$ cat src/rtl/switch_debounce_if.sv
// Switch-side bundle for the debouncer: raw levels in, clean levels and edge pulses out.
interface switch_debounce_if #(
    parameter int WIDTH = 3
);
    logic [WIDTH-1:0] switch;
    logic [WIDTH-1:0] switch_db;
    logic [WIDTH-1:0] switch_rise;
    logic [WIDTH-1:0] switch_fall;
    logic             switch_changed;

    modport master (
        output switch,
        input  switch_db,
        input  switch_rise,
        input  switch_fall,
        input  switch_changed
    );

    modport slave (
        input  switch,
        output switch_db,
        output switch_rise,
        output switch_fall,
        output switch_changed
    );
endinterface

$ cat src/rtl/switch_debounce.sv
// Two-flop synchroniser plus per-bit stability counter for the board switches,
// with registered rise/fall/any-change pulses aligned to the debounced level update.
module switch_debounce #(
    parameter int WIDTH         = 3,
    parameter int STABLE_CYCLES = 120000
) (
    input logic             clk,
    input logic             rst,
    switch_debounce_if.slave bus
);
    localparam int              CNT_W    = $clog2(STABLE_CYCLES);
    localparam logic [CNT_W-1:0] CNT_LAST = CNT_W'(STABLE_CYCLES - 1);

    logic [WIDTH-1:0] sync1;
    logic [WIDTH-1:0] sync2;
    logic [WIDTH-1:0] db;
    logic [WIDTH-1:0] rise;
    logic [WIDTH-1:0] fall;
    logic [WIDTH-1:0] accept;
    logic             changed;
    logic [CNT_W-1:0] cnt [WIDTH];

    // A bit is accepted on the edge its mismatch has persisted a full window.
    always_comb begin
        accept = '0;
        for (int i = 0; i < WIDTH; i++) begin
            accept[i] = (sync2[i] != db[i]) && (cnt[i] == CNT_LAST);
        end
    end

    always_ff @(posedge clk or posedge rst) begin
        if (rst) begin
            sync1   <= '0;
            sync2   <= '0;
            db      <= '0;
            rise    <= '0;
            fall    <= '0;
            changed <= 1'b0;
            for (int i = 0; i < WIDTH; i++) begin
                cnt[i] <= '0;
            end
        end else begin
            sync1   <= bus.switch;
            sync2   <= sync1;
            db      <= db ^ accept;
            rise    <= accept & sync2;
            fall    <= accept & ~sync2;
            changed <= |accept;
            // Any return to the current level restarts the window from zero.
            for (int i = 0; i < WIDTH; i++) begin
                if ((sync2[i] == db[i]) || accept[i]) begin
                    cnt[i] <= '0;
                end else begin
                    cnt[i] <= cnt[i] + CNT_W'(1);
                end
            end
        end
    end

    assign bus.switch_db      = db;
    assign bus.switch_rise    = rise;
    assign bus.switch_fall    = fall;
    assign bus.switch_changed = changed;
endmodule

$ cat src/flat_wrapper.sv
// flat-port wrapper written by rule: the top's interface ports become plain ports
module switch_debounce_flat 
#(
    parameter int WIDTH         = 3,
    parameter int STABLE_CYCLES = 120000
)
  (clk, rst, bus_switch, bus_switch_db, bus_switch_rise, bus_switch_fall, bus_switch_changed);
  switch_debounce_if #(.WIDTH(WIDTH)) bus_i ();
  input logic clk;
  input logic rst;
  input wire logic [$bits(bus_i.switch)-1:0] bus_switch;
  output wire logic [$bits(bus_i.switch_db)-1:0] bus_switch_db;
  output wire logic [$bits(bus_i.switch_rise)-1:0] bus_switch_rise;
  output wire logic [$bits(bus_i.switch_fall)-1:0] bus_switch_fall;
  output wire logic [$bits(bus_i.switch_changed)-1:0] bus_switch_changed;
  assign bus_i.switch = bus_switch;
  assign bus_switch_db = bus_i.switch_db;
  assign bus_switch_rise = bus_i.switch_rise;
  assign bus_switch_fall = bus_i.switch_fall;
  assign bus_switch_changed = bus_i.switch_changed;
  switch_debounce #(.WIDTH(WIDTH), .STABLE_CYCLES(STABLE_CYCLES)) u_core (.clk(clk), .rst(rst), .bus(bus_i));
endmodule
$ cat config.mk
export PLATFORM = sky130hd
export DESIGN_NAME = switch_debounce_flat
export DESIGN_NICKNAME = d
export VERILOG_FILES = /design/src/rtl/switch_debounce_if.sv /design/src/rtl/switch_debounce.sv /design/src/flat_wrapper.sv
export SDC_FILE = /design/constraint.sdc
export NUM_CORES = 1
export LEC_CHECK = 0
export ABC_AREA = 1
export CELL_PAD_IN_SITES_DETAIL_PLACEMENT = 0
export CELL_PAD_IN_SITES_GLOBAL_PLACEMENT = 1
export CORE_MARGIN = 4
export CORE_UTILIZATION = 41
export DETAILED_ROUTE_END_ITERATION = 10
export GPL_TIMING_DRIVEN = 0
export PLACE_DENSITY_LB_ADDON = 0.1
export REMOVE_ABC_BUFFERS = 1
export SLEW_MARGIN = 20
export SYNTH_ARGS = -nofsm -noshare
export SYNTH_HDL_FRONTEND = slang
export SYNTH_SLANG_ARGS = --single-unit
$ cat constraint.sdc
create_clock -name clk -period 2.2 [get_ports clk]
set_clock_uncertainty 0.2 [all_clocks]
set_input_delay 0.44 -clock clk [delete_from_list [all_inputs] [get_ports clk]]
set_output_delay 0.44 -clock clk [all_outputs]
set_load 0.005 [all_outputs]
==> results.yml <==
outcome:
  status: "finished, final reports clean"
pwr:
  p_total_mw: 2.48
  p_clk_share_pct: 45.6
  p_int_mw: 1.92
  p_sw_mw: 0.562
  leakage_nw: 1.62
  ir_worst_vdd_mv: 0.355
  share_comb_of_total_power_pct: 3.5
  power_density_nw_per_um2: 641
  seq_power_share_pct: 50.9
  swShare_pct: 22.7
critical_path:
  path_class: "flip-flop to primary output"
  crit_required_ns: 1.56
  path_buf_inv: 1
  crit_arrival_ns: 1.31
  cp_max_fo: 5
  slowest_stage: "clkdlybuf4s50_1"
  cp-end-kind: "primary output"
  cp_top_family: "buffers and inverters"
  crit_path_start_kind: "flip-flop"
  max_stage_delay_ns: 0.53
  crit_chain: "clkdlybuf4s50_1"
global_route:
  grt-ovfl-total: 0
  antenna_found_initial: 0
  grt_use_total_pct: 15.4
  grt_pass1_wl_mm: 12.1
  grt_max_degree: 38
  first_global_vias: 2585
timing:
  rsz0062_at_grt: "no"
  min_period_ns: 1.95
  max_freq_mhz: 512
  worst_pin_slew_ns: 0.403
  tns_ns: 0
  setup_viol: 0
  slew_violations: 0
  fin_crit_sh_pct: 88.7
  hold_viol_final: 0
  slew_headroom_pct: 73.1
placement:
  dpl_cell_area_sq_um: 3650
  gp_congestion: 0.809
  place_inst: 539
  dp_hpwl_mm: 4.86
  numPortBuffers: 14
drt:
  via_count: 2623
  via_per_inst: 4.73
  routed_wirelength_mm: 6.72
  wl_per_cell_um: 12.1
  ant_nets: 0
  drc: 0
  first_pass_iters: 4
  drtIter0Drc: 107
finish:
  drive_above_1_share_pct: 7.28
  antenna_cells: 0
  utilization_pct: 49.0
  final_common_cell: "nor2_1"
  final_cell_area_sq_um: 3870
  fin_cells: 555
  nNetsFinal: 456
  syn_to_final_growth_pct: 14.0
  most-common-layout-cells: "107 x nor2_1, 101 x nand2_1, 67 x dfrtp_1"
logic_synthesis:
  avgSynthCellArea_sq_um: 7.98
  netlist_area_sq_um: 3390
  syn_inst: 425
  ys_ff_latch: 67
  ys_warn_count: 0
  ys_types: 26
  ys_seq_area_share_pct: 49.4
die:
  pin_count: 15
  initial_core_util_pct: 43.0
  core_sq_um: 7890
  die_h_um: 99.0
  rows: 32
  die_w_um: 99.0
  die_area_sq_um: 9800
clocking:
  clock_latency_ns: 0.35
  cts_sinks: 67
  cts_htree_levels: 3
  cts_buffer_depth: 2
  cts_tree: "done"
  post_cts_buffers: 0
  clk_pin_slew_ns: 0.08
  cts_resized: 0
  cts_buffers: 9
  holdBufCountCts: 0
  cts_root_buf: "clkbuf_8"
run:
  drv_cap: 0
min_path:
  hold_path_class: "flip-flop to flip-flop"
synth_stat cells:
cell | number | area (sq um)
nand4_1 | 9 | 56.3
nor3_2 | 2 | 20.0
and2_1 | 2 | 12.5
a31oi_1 | 1 | 6.26
buf_6 | 3 | 33.8
nor3_1 | 3 | 15.0
clkinv_1 | 2 | 7.51
nor2_2 | 4 | 25.0
nand3_2 | 3 | 30.0
nand2_1 | 101 | 379
dfrtp_1 | 67 | 1680
o21ai_1 | 2 | 10.0
o21bai_1 | 6 | 45.0
nand2_4 | 2 | 22.5
xnor2_1 | 8 | 70.1
a21oi_1 | 3 | 15.0
or2_1 | 2 | 12.5
inv_2 | 3 | 11.3
inv_1 | 33 | 124
o21ai_0 | 7 | 35.0
nand2_2 | 1 | 6.26
ha_1 | 3 | 37.5
xor2_1 | 21 | 184
nor2_1 | 107 | 402
nand3_1 | 29 | 145
nor2_4 | 1 | 11.3
layer usage:
metal | vias to the layer above | routed length [um] | part of all wire, % | GRT usage, %
met5 | - | 0 | 0 | 0
met4 | 0 | 97 | 1.4 | 4.10
met3 | 7 | 216 | 3.2 | 5.02
met2 | 28 | 2890 | 43 | 22.6
met1 | 1209 | 3520 | 52 | 21.8
li1 | 1379 | - | - | -
final timing paths:
check	startpoint	endpoint	slack, ns	cells after the start
worst max-delay path	flip-flop	bus_switch_db[0]	0.25	1
worst min-delay path	u_core.sync1[1]	u_core.sync2[1]	0.15	0
worst max register to register	u_core.cnt[17]	u_core.cnt[30]	0.30	6
worst min register to register	u_core.sync1[1]	u_core.sync2[1]	0.15	0
max in group asynchronous	rst	u_core.cnt[14]	1.03	3
min in group asynchronous	rst	u_core.sync1[2]	0.24	2
sequential cells by signal (all words and copies together) (netlist names), named ones only:
name	cells
u_core.cnt	51
u_core.bus.switch_fall	3
u_core.bus.switch_rise	3
u_core.sync1	3
u_core.sync2	3
u_core.bus.switch_changed	1
power groups by stage:
stage / clock network, mW / registers [mW] / logic, mW
after CTS: 1.16 / 1.26 / 0.0912
final: 1.13 / 1.26 / 0.0873
after global placement: 0 / 1.29 / 0.0846
after global routing: 1.22 / 1.26 / 0.103
after floorplan: 0 / 1.28 / 0.0600
after detailed placement: 0 / 1.29 / 0.0907
area by class of cell:
cell class                 instances  area (sq um)
clock inverter                     6          90.1
fill                             814          4020
inverter                          38           145
multi-input combinational        317          1540
sequential                        67          1680
tap                              102           128
timing repair buffer              15           160
clock buffer                      10           128
metrics by stage:
step                hold WS (ns)  setup WS (ns)
floorplan                  0.131         -0.123
global placement           0.133          -1.32
detailed placement         0.137          0.304
CTS                        0.155          0.232
global route               0.156          0.144
finish                     0.152          0.248
logic make-up (layout without fill, tap and decap cells):
kind of cell    after synthesis  after routing  synth area share, %
fa+ha+maj                     3              3                 1.11
compound gates               19             19                 3.28
buf+inv                      41             69                 5.20
xor+xnor                     29             29                 7.49
flops                        67             67                 49.4
simple gates                266            266                 33.5
Note: power is estimated with default switching activity, not from simulation.
